--- src/rtl/mul_issue_ctrl.sv ---
// mul_issue_ctrl
// Buffers (a, b) operand pairs in a small FIFO, launches each pair into
// seq_mul with a one-cycle start pulse, waits the multiplier latency,
// captures the product and holds it on a valid/ready output port.
// Only one multiply is ever in flight.

module mul_issue_ctrl #(
    parameter int W       = 4,
    parameter int MUL_LAT = 4,
    parameter int DEPTH   = 2
) (
    input  logic           clk_i,
    input  logic           rst_ni,

    input  logic           in_valid_i,
    output logic           in_ready_o,
    input  logic [W-1:0]   in_a_i,
    input  logic [W-1:0]   in_b_i,

    output logic           mul_start_o,
    output logic [W-1:0]   mul_a_o,
    output logic [W-1:0]   mul_b_o,
    input  logic [2*W-1:0] mul_op_i,

    output logic           out_valid_o,
    input  logic           out_ready_i,
    output logic [2*W-1:0] out_p_o,
    output logic [W-1:0]   out_a_o,
    output logic [W-1:0]   out_b_o,
    output logic [7:0]     done_cnt_o
);

    // DEPTH is a power of two, so the pointers wrap for free.
    localparam int PTR_W  = $clog2(DEPTH);
    localparam int CNT_W  = $clog2(DEPTH) + 1;
    localparam int WAIT_W = (MUL_LAT > 0) ? $clog2(MUL_LAT + 1) : 1;

    typedef enum logic [1:0] {
        IDLE  = 2'd0,
        ISSUE = 2'd1,
        WAIT  = 2'd2,
        HOLD  = 2'd3
    } state_e;

    state_e state_q, state_d;

    // Operand FIFO storage and bookkeeping
    logic [W-1:0]     fifoA_q [DEPTH];
    logic [W-1:0]     fifoB_q [DEPTH];
    logic [PTR_W-1:0] wrPtr_q, wrPtr_d;
    logic [PTR_W-1:0] rdPtr_q, rdPtr_d;
    logic [CNT_W-1:0] count_q, count_d;

    logic             fifoFull;
    logic             fifoEmpty;
    logic             push;
    logic             pop;
    logic [W-1:0]     headA;
    logic [W-1:0]     headB;

    // Sequencer and result registers
    logic [WAIT_W-1:0] waitCnt_q, waitCnt_d;
    logic              outValid_q, outValid_d;
    logic [2*W-1:0]    outP_q, outP_d;
    logic [W-1:0]      outA_q, outA_d;
    logic [W-1:0]      outB_q, outB_d;
    logic [7:0]        doneCnt_q, doneCnt_d;

    logic              issuing;

    assign fifoFull  = (count_q == CNT_W'(DEPTH));
    assign fifoEmpty = (count_q == '0);
    assign headA     = fifoA_q[rdPtr_q];
    assign headB     = fifoB_q[rdPtr_q];

    // Ready depends only on the registered count, never on the same-cycle pop.
    assign in_ready_o = !fifoFull;
    assign push       = in_valid_i && in_ready_o;

    assign issuing     = (state_q == ISSUE);
    assign mul_start_o = issuing;
    assign mul_a_o     = issuing ? headA : '0;
    assign mul_b_o     = issuing ? headB : '0;

    assign out_valid_o = outValid_q;
    assign out_p_o     = outP_q;
    assign out_a_o     = outA_q;
    assign out_b_o     = outB_q;
    assign done_cnt_o  = doneCnt_q;

    // FIFO pointer and occupancy update; push and pop together keep the count.
    always_comb begin
        wrPtr_d = wrPtr_q;
        rdPtr_d = rdPtr_q;
        count_d = count_q;
        if (push) begin
            wrPtr_d = wrPtr_q + PTR_W'(1);
        end
        if (pop) begin
            rdPtr_d = rdPtr_q + PTR_W'(1);
        end
        case ({push, pop})
            2'b10:   count_d = count_q + CNT_W'(1);
            2'b01:   count_d = count_q - CNT_W'(1);
            default: count_d = count_q;
        endcase
    end

    // FIFO storage write on accepted input.
    always_ff @(posedge clk_i or negedge rst_ni) begin
        if (!rst_ni) begin
            for (int i = 0; i < DEPTH; i++) begin
                fifoA_q[i] <= '0;
                fifoB_q[i] <= '0;
            end
        end else if (push) begin
            fifoA_q[wrPtr_q] <= in_a_i;
            fifoB_q[wrPtr_q] <= in_b_i;
        end
    end

    // FIFO pointer and count registers.
    always_ff @(posedge clk_i or negedge rst_ni) begin
        if (!rst_ni) begin
            wrPtr_q <= '0;
            rdPtr_q <= '0;
            count_q <= '0;
        end else begin
            wrPtr_q <= wrPtr_d;
            rdPtr_q <= rdPtr_d;
            count_q <= count_d;
        end
    end

    // Issue/wait/hold sequencer: next state, pop, and result register updates.
    always_comb begin
        state_d    = state_q;
        waitCnt_d  = waitCnt_q;
        outValid_d = outValid_q;
        outP_d     = outP_q;
        outA_d     = outA_q;
        outB_d     = outB_q;
        doneCnt_d  = doneCnt_q;
        pop        = 1'b0;

        unique case (state_q)
            IDLE: begin
                if (!fifoEmpty) begin
                    state_d = ISSUE;
                end
            end

            ISSUE: begin
                pop       = !fifoEmpty;
                outA_d    = headA;
                outB_d    = headB;
                waitCnt_d = WAIT_W'(MUL_LAT);
                state_d   = WAIT;
            end

            WAIT: begin
                if (waitCnt_q != '0) begin
                    waitCnt_d = waitCnt_q - WAIT_W'(1);
                end else begin
                    outP_d     = mul_op_i;
                    outValid_d = 1'b1;
                    state_d    = HOLD;
                end
            end

            HOLD: begin
                if (out_ready_i) begin
                    doneCnt_d  = doneCnt_q + 8'd1;
                    outValid_d = 1'b0;
                    state_d    = fifoEmpty ? IDLE : ISSUE;
                end
            end

            default: begin
                state_d = IDLE;
            end
        endcase
    end

    // Sequencer state and result registers; reset drops any in-flight result.
    always_ff @(posedge clk_i or negedge rst_ni) begin
        if (!rst_ni) begin
            state_q    <= IDLE;
            waitCnt_q  <= '0;
            outValid_q <= 1'b0;
            outP_q     <= '0;
            outA_q     <= '0;
            outB_q     <= '0;
            doneCnt_q  <= '0;
        end else begin
            state_q    <= state_d;
            waitCnt_q  <= waitCnt_d;
            outValid_q <= outValid_d;
            outP_q     <= outP_d;
            outA_q     <= outA_d;
            outB_q     <= outB_d;
            doneCnt_q  <= doneCnt_d;
        end
    end

`ifndef SYNTHESIS
    // The start pulse is always followed by at least one quiet cycle.
    startIsPulse: assert property (@(posedge clk_i) disable iff (!rst_ni)
        mul_start_o |=> !mul_start_o);

    // ISSUE is only ever entered with something to pop.
    issueHasData: assert property (@(posedge clk_i) disable iff (!rst_ni)
        issuing |-> !fifoEmpty);

    // A held result stays put until it is taken.
    holdIsStable: assert property (@(posedge clk_i) disable iff (!rst_ni)
        (out_valid_o && !out_ready_i) |=> (out_valid_o && $stable(out_p_o)
                                           && $stable(out_a_o) && $stable(out_b_o)));
`endif

endmodule

--- config.mk ---
export PLATFORM = sky130hd
export DESIGN_NAME = mul_issue_ctrl
export DESIGN_NICKNAME = d
export VERILOG_FILES = /design/src/rtl/mul_issue_ctrl.sv
export SDC_FILE = /design/constraint.sdc
export NUM_CORES = 1
export LEC_CHECK = 0
export ABC_CLOCK_PERIOD_IN_PS = 1800
export BUFFER_PORTS_ARGS = -buffer_cell sky130_fd_sc_hd__buf_2
export CAP_MARGIN = 20
export CORE_MARGIN = 8
export CORE_UTILIZATION = 25
export DETAILED_ROUTE_END_ITERATION = 7
export GPL_TIMING_DRIVEN = 1
export HOLD_SLACK_MARGIN = 0.15
export PLACE_DENSITY = 0.47
export REMOVE_ABC_BUFFERS = 1
export SYNTH_ARGS = -nofsm -noshare
export SYNTH_HDL_FRONTEND = slang
export SYNTH_SLANG_ARGS = --single-unit
--- constraint.sdc ---
create_clock -name clk_i -period 1.8 [get_ports clk_i]
set_input_delay 0.09 -clock clk_i [delete_from_list [all_inputs] [get_ports clk_i]]
set_output_delay 0.09 -clock clk_i [all_outputs]
set_load 0.01 [all_outputs]
Word-level counts from Yosys, hierarchy flattened

Index checks and enable logic that the tools add are counted.

Input port bits: 20
Output and inout bits: 35
Word-level logic and storage cells: 75
Register bits: 50

Muxes and demuxes: 24
Add/subtract/negate cells: 6
Bitwise operators: 3
Magnitude comparators: 3
Equality and inequality tests: 10
Reductions and logical operators: 15

Operators by type and width:

| operator                                            | number |
|---|---|
| 2-to-1 mux 4 bit                                    | 9 |
| bitwise mux 8 bit                                   | 2 |
| adder 8 x 1 -> 8 bit, second input constant         | 1 |
| equality test 2 bit, second input constant          | 4 |
| inequality test 2 bit, second input constant        | 4 |
| one-hot mux 2 bit (4 select lines)                  | 1 |
| 2-to-1 mux 2 bit                                    | 3 |
| one-hot mux 3 bit (2 select lines)                  | 1 |
| AND reduction 2 bit                                 | 3 |
| AND reduction 3 bit                                 | 2 |
| nonzero test 2 bit                                  | 3 |
| demux 4 bit (select 1 bit)                          | 1 |
| equality test 2 x 1 -> 1 bit, second input constant | 2 |
| >= comparator 2 bit, second input constant          | 2 |
| logical NOT 2 bit                                   | 2 |
| 2-to-1 mux 1 bit                                    | 4 |
| NOT 1 -> 2 bit                                      | 2 |
| one-hot mux 2 bit (2 select lines)                  | 1 |
| 2-to-1 mux 3 bit                                    | 1 |
| nonzero test 3 bit                                  | 1 |
| subtractor 3 x 1 -> 3 bit, second input constant    | 1 |
| adder 1 bit, second input constant                  | 2 |
| adder 2 x 1 -> 2 bit, second input constant         | 1 |
| logical AND 1 bit                                   | 2 |
| 5 further kinds                                     | 6 |

Longest topological paths before layout

Depth after elaboration: 6
Mapped depth: 8
Gate-level depth less buffers: 7

Worst setup path after synthesis

Ideal clock, no wire load.

Path kind: register to register
From: register state_q[1]
To: register count_q[1]
Cell stages (with the launch flop): 8
Data arrival time: 1664 ps
Path buffers: 1
Setup slack: 57 ps
Clock period less this slack: 1743 ps
Library setup time: 79 ps
Data required time: 1721 ps
Cell sequence: dfrtp_1 > inv_1 > ha_1 > clkbuf_1 > nor2b_1 > ha_1 > nor2_1 > xor2_1

Cells in the longest elaborated chain, start to end: 4
Elaborated cells on any way between the ends: 6
Classes of those cells: eq/ne (3); mux (2); reduce/logical (1)

RTL lines:

| element                                                                         | line | source |
|---|---|---|
| from (decl)                                                                     | 45   | `state_e state_q, state_d;` |
| from (signal assigned)                                                          | 196  | `state_q <= state_d;` |
| equality test 2 x 1 -> 1 bit (*)                                                | --   |  |
| named net mul_start_o                                                           | 20   | `output logic mul_start_o,` |
| 2-to-1 mux 1 bit (*)                                                            | 146  | `unique case (state_q)` |
| named net pop                                                                   | 57   | `logic pop;` |
| equality test 2 x 1 -> 1 bit / equality test 2 bit (equally long branches)      | 102  | `case ({push, pop})` |
| one-hot mux 2 bit (2 select lines) / nonzero test 2 bit (equally long branches) | --   |  |
| to (signal assigned)                                                            | 131  | `count_q <= count_d;` |
| to (decl)                                                                       | 52   | `logic [CNT_W-1:0] count_q, count_d;` |

Mark *: on every way through the listed nets, which the timed path passes. The rest lies on a longest branch.
A chain may end at the register's enable or synchronous reset.

Final worst setup path

From: register state_q[1]
To: output mul_a_o[0]

Cells in the longest elaborated chain, start to end: 2

RTL lines:

| element                      | line | source |
|---|---|---|
| equality test 2 x 1 -> 1 bit | 80   | `assign issuing = (state_q == ISSUE);` |
| 2-to-1 mux 4 bit             | 82   | `assign mul_a_o = issuing ? headA : '0;` |
| to (decl)                    | 21   | `output logic [W-1:0] mul_a_o,` |

Every way passes these cells.

==> flow_metrics.tcl <==
set metrics [dict create \
    routabilityCongestion 0.656 \
    dieHeight_um 110 \
    nFillCells 905 \
    max-slew-margin-rel 0.657 \
    worstPathArrival_ps 1570 \
    leakagePower_nw 1.39 \
    ff2ff_path_depth 5 \
    root_buffer "clkbuf_8" \
    postSynthCellCount 180 \
    end_kind "primary output" \
    numCtsBuffers 5 \
    numPortBuffers 54 \
    timing_worst_setup_path_type "reg2out" \
    clk_path_buf_depth 2 \
    timing.final.crit_share 0.921 \
    viasPerCell 4.20 \
    wl_per_cell_um 13.1 \
    peakVddDrop_mv 0.513 \
    synth_xor_area_frac 0.0473 \
    synth_top_family_by_area "multiplexers" \
    synth_common_cells "50 x dfrtp_1, 25 x mux2_2, 13 x nor2_1, 10 x nand2_1" \
    dp_hpwl_um 3460 \
    finalWirelength_um 4830 \
    antennaDiodeCount 0 \
    setup_viol 0 \
    muxShareOfSynthArea 0.167 \
    synth_enable_flop_cells 0 \
    path_cells "inv_1, ha_2, buf_12, nor2b_1, buf_2" \
    worstMarginPinSlew_ps 515 \
    grt.total_usage 0.0851 \
    ant_nets 0 \
    grt_max_degree 32 \
    drtIter0Drc 68 \
    place_ws_ps 108 \
    avgSynthCellArea_um2 12.3 \
    start_kind "register" \
    initial_core_util 0.256 \
    die_area_um2 12200 \
    core-area_um2 8680 \
    cp.depth 5 \
    fin_tns_setup_ps 0 \
    period_needed_ps 1660 \
    clk_pin_slew_worst_paths_ps 90 \
    ys_ff_latch 50 \
    synth_top_area_frac 0.563 \
    synthSimpleGateAreaFrac 0.104 \
    clock_sinks 50 \
    synthAdderAreaFrac 0.0507 \
    ys_types 28 \
    critPathTopFamily "buffers and inverters" \
    synth_compound_area_frac 0.0490 \
    synth-seq-area-share 0.563 \
    vias 1551 \
    seq_area_um2 1250 \
    critPathMaxFanout 27 \
    grt_pass1_vias 1686 \
    cp.required_ps 1710 \
    cap_viol_max_count 0 \
    instances_no_fill 369 \
    slowest_stage "dfrtp_1" \
    hold_class "in2async" \
    multi_input_area_um2 931 \
    drc 0 \
    grt_overflow 0 \
    area_growth_pct 33.6 \
    synth.area.top_cells "dfrtp_1 56%, mux2_2 13%, ha_1 5.1%" \
    slew_violations 0 \
    fp-row-count 34 \
    fmax_ghz 0.603 \
    htreeDepth 2 \
    drtPass1Iterations 4 \
    fin_worst_skew_ps 8.27 \
    cp_num_buf_inv 3 \
    hold_viol_final 0 \
    chipWidth_um 110 \
    grt_pass1_wl_um 8090 \
    io_pins 55 \
    slowest_delay_ps 420 \
    rsz0062_at_grt "no" \
    powerDensity_nw_per_um2 1710 \
    totalPowerFinal_mw 5.07 \
    synth_ff_type "dfrtp_1" \
    synth.most_common_cell "dfrtp_1" \
    layout_setup_ws_ps 142 \
    outcome "complete, no violations" \
    place_inst 341 \
    worstSkewPairLatency_ps 300 \
    nNetsFinal 289 \
    drive_above_1_share 0.360 \
    ys_warn_count 0 \
    final_core_util 0.342 \
    async_reset_ff_frac 1.00 \
    synth_area_um2 2220 \
    cts_tree "yes" \
    antenna_found_initial 0 \
    yosys.area.top_type "dfrtp_1" \
]
[logic make-up after synthesis]
| family | Yosys count |
|---|---|
| XOR/XNOR | 12 |
| adder cells (fa/ha/maj) | 9 |
| AND/OR/NAND/NOR | 44 |
| AO/OA/AOI/OAI | 20 |
| flip-flops | 50 |
| buffers and inverters | 11 |
| multiplexers | 34 |
[flip-flops by register name, summed over array words and instances (netlist names), 2 cells and up]
signal and flops:
fifoB_q 8, count_q 2, waitCnt_q 3, out_p_o 8
out_a_o 4, done_cnt_o 8, state_q 2, fifoA_q 8
out_b_o 4
[routing by layer]
metal	up-vias	part of all wire	track usage
li1	768	-	-
met4	0	0.013	0.0295
met2	43	0.43	0.135
met5	-	0	0
met1	734	0.46	0.105
met3	6	0.094	0.0302
[worst paths after layout]
kind | from | to | slack [ps]
min in group clk_i | done_cnt_o[7] | done_cnt_o[7] | 470
max | state_q[1] | mul_a_o[0] | 140
min reg2reg | done_cnt_o[7] | done_cnt_o[7] | 470
min | rst_ni | out_p_o[6] | 290
max reg2reg | state_q[0] | state_q[0] | 140
max in group asynchronous | rst_ni | fifoB_q[3] | 980
[area by class of cell]
cell class	count	area share
repair buffers	77	0.174
well taps	108	0.0455
flip-flops and latches	50	0.421
clock buffers	6	0.0244
multi-input cells	119	0.314
inverters	7	0.00885
clock inverters	2	0.0126
[power breakdown]
part	internal [mW]	leakage [nW]	total, mW	switching (mW)
registers	1.66	0.594	2.04	0.379
clock network	0.415	0.0514	0.789	0.374
logic	1.13	0.745	2.24	1.10
total	3.21	1.39	5.07	1.86
[layout by cell type (no fill, tap or decap), types with 7 or more instances in the layout]
cell / instances
a21oi_1: 9
buf_2: 54
dfrtp_1: 50
dlygate4sd3_1: 19
ha_1: 8
inv_1: 7
mux2_2: 25
mux2i_1: 9
nand2_1: 10
nor2_1: 13
nor2b_1: 9
o21ai_0: 8
xnor2_1: 8
[what timing repair did]
action	in CTS	in global routing
setup buffers	0	1
gates resized for setup	0	4
endpoints found under the hold margin	45	0
setup endpoints to repair	0	9
hold buffers	19	0
[metrics by stage]
stage	hold slack, ps	instance area (µm²)
3_3_place_gp	94.0	2650
5_1_grt	329	2970
6_report	286	2970
3_5_place_dp	98.2	2650
4_1_cts	302	2950
2_1_floorplan	-206	2210
No activity file was read; power rests on OpenSTA's default activity.
